`config.mk`:
```
export PLATFORM = sky130hd
export DESIGN_NAME = spi_shift_engine
export DESIGN_NICKNAME = d
export VERILOG_FILES = /design/src/rtl/spi_pkg.sv /design/src/rtl/spi_shift_engine.sv
export SDC_FILE = /design/constraint.sdc
export NUM_CORES = 1
export LEC_CHECK = 0
export CAP_MARGIN = 30
export CORE_UTILIZATION = 40
export CTS_CLUSTER_DIAMETER = 60
export CTS_CLUSTER_SIZE = 30
export DETAILED_ROUTE_END_ITERATION = 12
export PLACE_DENSITY = 0.74
export SETUP_SLACK_MARGIN = 0.4
export SLEW_MARGIN = 30
export SYNTH_ARGS = -nofsm -noshare
export SYNTH_HDL_FRONTEND = slang
export SYNTH_SLANG_ARGS = --single-unit
export TNS_END_PERCENT = 30
```
`constraint.sdc`:
```
create_clock -name clk -period 2.3 [get_ports clk]
set_input_delay 0.69 -clock clk [delete_from_list [all_inputs] [get_ports clk]]
set_output_delay 0.69 -clock clk [all_outputs]
set_load 0.05 [all_outputs]
```
`src/rtl/spi_pkg.sv`:
```
// Shared definitions for the SPI shift engine: frame FSM states and default frame width.
package spi_pkg;

  typedef enum logic [1:0] {
    IDLE  = 2'd0,
    SHIFT = 2'd1,
    DONE  = 2'd2
  } spi_state_t;

  localparam int SPI_DEFAULT_DATA_WIDTH = 8;

endpackage

```
`src/rtl/spi_shift_engine.sv`:
```
// SPI shift engine: serialises tx_data onto sdo and assembles rx_data from sdi under external ticks.
// Optional build macro SPI_SHIFT_ENGINE_LOOPBACK_EN adds a loopback input that samples sdo instead of sdi.
module spi_shift_engine
  import spi_pkg::*;
#(
  parameter int DATA_WIDTH = SPI_DEFAULT_DATA_WIDTH,
  parameter bit MSB_FIRST  = 1'b1
) (
  input  logic                  clk,
  input  logic                  reset,
  input  logic [DATA_WIDTH-1:0] tx_data,
  input  logic                  tx_valid,
  output logic                  tx_ready,
  output logic [DATA_WIDTH-1:0] rx_data,
  output logic                  rx_valid,
  input  logic                  rx_ready,
  input  logic                  send_tick,
  input  logic                  recv_tick,
  output logic                  clk_en,
  output logic                  sdo,
  input  logic                  sdi,
`ifdef SPI_SHIFT_ENGINE_LOOPBACK_EN
  input  logic                  loopback,
`endif
  output logic                  busy
);

  localparam int CNT_W = $clog2(DATA_WIDTH + 1);
  localparam logic [CNT_W-1:0] LAST_BIT = CNT_W'(DATA_WIDTH - 1);

  spi_state_t state, state_nxt;

  logic [DATA_WIDTH-1:0] tx_sr;
  logic [DATA_WIDTH-1:0] rx_sr;
  logic [CNT_W-1:0]      bit_cnt;
  logic                  start;
  logic                  send_en;
  logic                  recv_en;
  logic                  last_bit;
  logic                  sample;

`ifdef SPI_SHIFT_ENGINE_LOOPBACK_EN
  assign sample = loopback ? sdo : sdi;
`else
  assign sample = sdi;
`endif

  always_ff @(posedge clk) begin
    if (reset) begin
      state <= IDLE;
    end else begin
      state <= state_nxt;
    end
  end

  always_comb begin
    state_nxt = state;
    tx_ready  = 1'b0;
    clk_en    = 1'b0;
    busy      = 1'b1;
    send_en   = 1'b0;
    recv_en   = 1'b0;
    last_bit  = 1'b0;
    start     = 1'b0;
    case (state)
      IDLE: begin
        busy     = 1'b0;
        // No new frame may overwrite a received frame the consumer has not taken.
        tx_ready = !rx_valid && !reset;
        start    = tx_valid && tx_ready;
        if (start) state_nxt = SHIFT;
      end
      SHIFT: begin
        clk_en   = 1'b1;
        send_en  = send_tick;
        recv_en  = recv_tick;
        last_bit = recv_tick && (bit_cnt == LAST_BIT);
        if (last_bit) state_nxt = DONE;
      end
      DONE: begin
        state_nxt = IDLE;
      end
      default: begin
        state_nxt = IDLE;
      end
    endcase
  end

  always_ff @(posedge clk) begin
    if (reset) begin
      tx_sr    <= '0;
      rx_sr    <= '0;
      bit_cnt  <= '0;
      sdo      <= 1'b0;
      rx_data  <= '0;
      rx_valid <= 1'b0;
    end else begin
      if (rx_valid && rx_ready) rx_valid <= 1'b0;

      if (start) begin
        tx_sr   <= tx_data;
        rx_sr   <= '0;
        bit_cnt <= '0;
      end

      // A same-cycle send and receive both act; the sample sees the pre-edge sdo/sdi.
      if (send_en) begin
        if (MSB_FIRST) begin
          sdo   <= tx_sr[DATA_WIDTH-1];
          tx_sr <= {tx_sr[DATA_WIDTH-2:0], 1'b0};
        end else begin
          sdo   <= tx_sr[0];
          tx_sr <= {1'b0, tx_sr[DATA_WIDTH-1:1]};
        end
      end

      if (recv_en) begin
        if (MSB_FIRST) begin
          rx_sr <= {rx_sr[DATA_WIDTH-2:0], sample};
        end else begin
          rx_sr <= {sample, rx_sr[DATA_WIDTH-1:1]};
        end
        bit_cnt <= bit_cnt + CNT_W'(1);
      end

      if (state == DONE) begin
        rx_data  <= rx_sr;
        rx_valid <= 1'b1;
        sdo      <= 1'b0;
      end
    end
  end

endmodule
```
Word-level counts from Yosys, hierarchy flattened
Cells that the tools add are included.
W data, S select, Z words.
{ "word_totals": {"register_bits": 32, "out_inout_bits": 13, "wordCells": 44} }
{ "op_classes": {"add_sub_neg": 1, "eq_ne": 5, "mux": 17, "reduce_logical": 13} }
{ "op_table": {"columns": ["cell", "n"], "rows": [
  ["$mux W8", 4],
  ["$mux W1", 8],
  ["$mux W4", 2],
  ["$reduce_bool A2 Y1", 3],
  ["$add A4 B1 Y4 const B", 1],
  ["$eq A4 B3 Y1 const B", 1],
  ["$logic_and A1 B1 Y1", 4],
  ["$mux W2", 2],
  ["$ne A2 B2 Y1 const B", 2],
  ["$pmux W2 S2", 1],
  ["$reduce_or A2 Y1", 2],
  ["$eq A2 B1 Y1 const B", 1],
  ["$eq A2 B2 Y1 const B", 1],
  ["$logic_not A1 Y1", 2],
  ["$logic_not A2 Y1", 1],
  ["$reduce_and A2 Y1", 1]
]} }

Depth between registers and ports, before layout
{ "depth": {"word_depth": 6, "mapped_depth": 5, "ltp_nobuf": 3} }

Worst setup path before layout
No wires, ideal clock.
{ "synth_path": {"kind": "input-to-output", "startpoint": "input port reset", "endpoint": "output port tx_ready", "t_arrival_ps": 2316, "t_required_ps": 1610, "slack_ps": -706, "path_stages": 2, "path_buffers": 1, "path_cell_list": "buf_6 nor4_1"} }
{ "synth_between": {"elab_chain_len": 3} }
{ "synth_lines": {"columns": ["item", "line_no", "rtl"], "rows": [
  ["start: declaration", "spi_shift_engine.sv:10", "input logic reset,"],
  ["$logic_not A1 Y1", "spi_shift_engine.sv:69", "tx_ready = !rx_valid && !reset;"],
  ["$logic_and A1 B1 Y1", "spi_shift_engine.sv:69", null],
  ["$mux W1", "spi_shift_engine.sv:65", "case (state)"],
  ["end: declaration", "spi_shift_engine.sv:13", "output logic tx_ready,"]
]} }
Every way passes these cells.

Worst setup path in the final report
Same ends and word-level chain as after synthesis.

==> impl_metrics.json <==
{
  "grt_overflow": 0,
  "yosysWarnings": 0,
  "globalRouteTotalUtil_pct": 18.0,
  "drv_slew": 0,
  "fin_area_mm2": 0.00192,
  "cts_tree": "done",
  "syn_area_mm2": 0.00145,
  "antenna_found_initial": 0,
  "timing.final.hold_violations": 0,
  "leakagePower_nw": 0.826,
  "port_buffers": 27,
  "dieArea_mm2": 0.00388,
  "rsz0062_at_grt": "true",
  "min_path_type": "reg2reg",
  "postSynthAreaPerCell_um2": 8.40,
  "drive_above_1_share_pct": 16.9,
  "required_ns": 1.61,
  "syn-num-nets": 189,
  "critPathMaxStageDelay_ns": 0.25,
  "die_h_um": 62.3,
  "ios": 28,
  "finClkSkew_ns": 0.00883,
  "grt_pass1_vias": 1207,
  "status": "complete, no violations",
  "final_cell_mix": "29 x nand2_1, 29 x dfxtp_1, 27 x a21oi_1, 14 x nand2b_1, 14 x buf_4",
  "core_mm2": 0.00342,
  "rrSetupSlack_ns": 0.74,
  "critical_path_class": "in2out",
  "insertion_delay_ns": 0.32,
  "crit_slowest_cell": "nor4_4",
  "worstPathCellList": "buf_2 > nor4_4 > buf_12",
  "fmax_mhz": 513,
  "layout_setup_ws_ns": 0.350,
  "ctsHoldBuffers": 0,
  "grt_first_pass_wirelength_um": 5430,
  "post_dp_cell_area_mm2": 0.00182,
  "die_w_um": 62.3,
  "hpwl_um": 2370,
  "clockBufferDepth": 2,
  "route.vias.total": 1324,
  "finalSetupViolCount": 0,
  "cts_root_buffer": "clkbuf_4",
  "cp-end-kind": "output pin",
  "syn_to_final_growth_pct": 32.1,
  "firstDrtPassIters": 4,
  "crit_fanout": 4,
  "diodes": 0,
  "wl_per_cell_um": 13.3,
  "fin_crit_sh_pct": 84.8,
  "worst_pin_slew_ns": 0.548,
  "gp_congestion": 0.818,
  "critPathLaunchType": "primary input",
  "multiInputGateArea_um2": 733,
  "yosysSeqAreaShare_pct": 44.1,
  "final_util_pct": 56.2,
  "viasPerCell": 5.23,
  "drt-total-wl_um": 3360,
  "cts-htree-levels": 2,
  "period_needed_ns": 1.95,
  "max_slew_margin_pct": 63.4,
  "cts_made_buffers": 5,
  "ys_ff_latch": 32,
  "drc": 0,
  "ant_nets": 0,
  "fillers": 329,
  "powerDensity_mw_per_mm2": 567,
  "peakVddDrop_uv": 269,
  "post-place-ws_ns": -0.0428,
  "crit_buf_inv": 2,
  "ys_types": 30,
  "crit_arrival_ns": 1.26,
  "numClockSinks": 32,
  "rows": 21,
  "grt_max_degree": 18,
  "start_util_pct": 42.6,
  "clk_pin_slew_ns": 0.09,
  "cp_top_family": "buffers and inverters",
  "layout.nets": 223,
  "ff_latch_area_um2": 652,
  "holdWs_ns": 0.456,
  "syn-instance-count": 173,
  "max-cap-violations": 0,
  "drt_iter0_drc": 39
}
## through the flow
step / total power, mW / cells / setup TNS [ns]
final: 1.09 / 253 / 0
after global routing: 1.15 / 253 / 0
after CTS: 1.10 / 249 / 0
after detailed placement: 0.809 / 241 / -0.171
after global placement: 0.801 / 241 / 0
after floorplan: 0.725 / 173 / 0
## per-layer routing
metal | GRT usage (%) | routed length [µm]
met1 | 21.0 | 1520
met2 | 29.9 | 1650
met3 | 4.78 | 124
met4 | 9.59 | 63
met5 | 0 | 0
## power by group
part           switching, mW  total [mW]  internal [mW]
Combinational          0.104       0.210          0.107
Sequential            0.0221       0.594          0.571
Clock                  0.173       0.285          0.112
Total                  0.299        1.09          0.790
## state kept, by name (all words and copies together) (netlist names)
| signal | flops |
|---|---|
| bit_cnt | 4 |
| rx_data | 8 |
| rx_sr | 8 |
| rx_valid | 1 |
| sdo | 1 |
| state | 2 |
| tx_sr | 8 |
## cell families (layout without fill, tap and decap cells)
family	count (synthesis)	count (layout)	share of synthesized area [%]
DFF	32	32	44.1
adders and majority gates	1	1	0.860
AOI/OAI and AO/OA	52	52	21.6
and+or+nand+nor	59	59	21.9
muxes	7	7	4.82
buffers and inverters	22	56	6.80
## synth_stat cells (all sizes together)
cell type	count	area share (%)
or3b	1	0.60
a221oi	1	0.60
a41oi	1	0.60
clkbuf	8	2.1
and4b	1	0.69
inv	8	2.1
nor3b	1	0.52
a311oi	2	1.2
nand3	2	0.69
nor2b	1	0.43
nor2	1	0.26
ha	1	0.86
nand2b	14	6.0
nor4bb	1	0.69
mux2i	7	4.8
and2	1	0.43
a221o	7	4.8
or4b	1	0.95
and3b	2	1.2
buf	6	2.7
a21oi	28	9.6
nor4	1	0.43
o21ai	12	4.1
dfxtp	32	44
nand2	29	7.5
o32ai	1	0.60
or2	1	0.43
nand3b	2	1.0
## final cells by class
| cell class | instances | area share (%) |
|---|---|---|
| multi-input combinational | 119 | 38.2 |
| sequential | 32 | 33.9 |
| timing repair buffer | 41 | 20.9 |
| tap | 46 | 3.00 |
| clock buffer | 6 | 2.15 |
| inverter | 8 | 1.56 |
| clock inverter | 1 | 0.261 |
## worst reg2reg max path, delay by kind of cell, from the launching register on
family / cells / cell delay, ns
flip-flops: 1 / 0.39
AO/OA/AOI/OAI: 2 / 0.31
buffers and inverters: 2 / 0.33
AND/OR/NAND/NOR: 1 / 0.43
## path summary, 6_finish.rpt
kind,start,to,cells past startpoint
hold / removal,rx_data[6]$_SDFFE_PP0P_,rx_data[6]$_SDFFE_PP0P_,2
setup reg to reg,state[0]$_SDFFE_PP0P_,rx_sr[1]$_SDFFE_PP0P_,5
setup / recovery,reset,tx_ready,3
hold reg to reg,rx_data[6]$_SDFFE_PP0P_,rx_data[6]$_SDFFE_PP0P_,2
## repair_timing
item	CTS	global route
setup buffers	1	4
gates resized for setup	10	13
pin swaps	1	1
endpoints found under the setup margin	22	29
Power figures use the tool's default switching activity.
==> RTL edit: new RTL, same flow settings <==
The option `SPI_SHIFT_ENGINE_LOOPBACK_EN` is turned on by a define.
--- a/src/rtl/spi_shift_engine.sv
+++ b/src/rtl/spi_shift_engine.sv
@@ -1,4 +1,6 @@
 // SPI shift engine: serialises tx_data onto sdo and assembles rx_data from sdi under external ticks.
 // Optional build macro SPI_SHIFT_ENGINE_LOOPBACK_EN adds a loopback input that samples sdo instead of sdi.
+`define SPI_SHIFT_ENGINE_LOOPBACK_EN
+
 module spi_shift_engine
   import spi_pkg::*;
Interface: changed (added loopback); port bits go from 28 to 29. The function was not compared with the original's and may differ.
==> RTL edit against the unedited design <==
  * Power decreased by 0.56%
  * Global-route usage is 1.4 points lower
  * Worst setup slack gained 7.6 ps
  * Final area grew 0.13%
  * Clock skew is essentially flat
  * Routed wire length is 7.3% lower
  * Sequential power about the same
  * Synthesized area is 0.77% higher
  * Sequential cell count unchanged
==> RTL edit: results (changes against the unedited design) <==
<table>
<tr><th>Metric</th><th>Value</th></tr>
<tr><th colspan="2">Status</th></tr>
<tr><td>Status</td><td>completed (unchanged)</td></tr>
<tr><th colspan="2">Power and ir drop</th></tr>
<tr><td>Leakage</td><td>0.825 nW (was 0.826 nW)</td></tr>
<tr><td>Max rail drop VDD</td><td>0.281 mV (was 0.269 mV)</td></tr>
<tr><th colspan="2">Global routing</th></tr>
<tr><td>Maximum number of pins on one net before global-route repair</td><td>35 (was 18)</td></tr>
<tr><td>Global routing usage on met2</td><td>30.0% (was 29.9%)</td></tr>
<tr><td>Met1 track utilization from global routing</td><td>17.3% (was 21.0%)</td></tr>
<tr><td>Number of global-route vias before repair</td><td>1250 (was 1207)</td></tr>
<tr><th colspan="2">Timing</th></tr>
<tr><td>Slew @ Worst Pin</td><td>513 ps (was 548 ps)</td></tr>
<tr><td>Maximum clock skew at final layout</td><td>8.42 ps (was 8.83 ps)</td></tr>
<tr><th colspan="2">Finish</th></tr>
<tr><td>Final net count</td><td>224 (was 223)</td></tr>
<tr><td>Layout cells sized above 1</td><td>15.5% (was 16.9%)</td></tr>
<tr><td>Multi-In Gates</td><td>120 (was 119)</td></tr>
<tr><td>Flip-flop and latch area</td><td>649 um^2 (was 652 um^2)</td></tr>
<tr><td>Fill cell instance count of the final layout</td><td>303 (was 329)</td></tr>
<tr><td>Total area of multi-input combinational cells</td><td>741 um^2 (was 733 um^2)</td></tr>
<tr><th colspan="2">Synthesis</th></tr>
<tr><td>Post-synthesis compound-gate area fraction</td><td>21.4% (was 21.6%)</td></tr>
<tr><td>Adder-Cell Fraction of Synth Area</td><td>0.854% (was 0.861%)</td></tr>
<tr><td>Share of the yosys chip area belonging to registers</td><td>43.7% (was 44.1%)</td></tr>
<tr><td>Top post-synthesis cells by area</td><td>sky130_fd_sc_hd__dfxtp_1 (44%), sky130_fd_sc_hd__a21oi_1 (9.6%), sky130_fd_sc_hd__nand2_1 (7.4%) (was sky130_fd_sc_hd__dfxtp_1 (44%), sky130_fd_sc_hd__a21oi_1 (9.6%), sky130_fd_sc_hd__nand2_1 (7.5%))</td></tr>
<tr><td>Post-synthesis mux area share</td><td>5.55% (was 4.82%)</td></tr>
<tr><td>Number of distinct library cells after synthesis</td><td>31 (was 30)</td></tr>
<tr><td>Synthesized netlist net count</td><td>191 (was 189)</td></tr>
<tr><th colspan="2">Drt</th></tr>
<tr><td>Via density per instance</td><td>5.26 (was 5.23)</td></tr>
<tr><th colspan="2">Min path</th></tr>
<tr><td>Worst Hold Endpoint</td><td>rx_data[0] (was rx_data[6])</td></tr>
<tr><th colspan="2">Setup path</th></tr>
<tr><td>Largest stage delay on the critical path</td><td>550 ps (was 250 ps)</td></tr>
<tr><td>Arr. time, crit path</td><td>2160 ps (was 1260 ps)</td></tr>
<tr><td>FF-to-FF End</td><td>tx_sr[1] (was rx_sr[1])</td></tr>
<tr><th colspan="2">Placement</th></tr>
<tr><td>Weighted congestion at the end of routability-driven global placement</td><td>0.763 (was 0.818)</td></tr>
</table>
RTL edit: changes by cell type after synthesis, sizes merged:
cell / unedited run / this run
mux2: 0 / 1
RTL edit: per-layer routing:
| metal | vias up | wire length, um |
|---|---|---|
| met3 | 7 | 141 |
| met5 | - | 0 |
| met2 | 38 | 1600 |
| li1 | 668 | - |
| met1 | 617 | 1320 |
| met4 | 0 | 55 |
RTL edit: stage by stage:
stage / cell area, um^2 / power (mW) / cells / hold slack, ps / worst slack, ps
5_1_grt: 1920 / 1.14 / 253 / 487 / 303
6_report: 1920 / 1.08 / 253 / 454 / 358
2_1_floorplan: 1480 / 0.725 / 174 / 432 / 255
4_1_cts: 1900 / 1.10 / 251 / 458 / 138
3_3_place_gp: 1840 / 0.804 / 243 / 443 / 31.7
3_5_place_dp: 1840 / 0.812 / 243 / 446 / 0.232
RTL edit: report_power, final:
part,internal [mW],total [mW],switching (mW)
clock network,0.112,0.283,0.171
registers,0.571,0.592,0.0206
logic,0.106,0.208,0.101
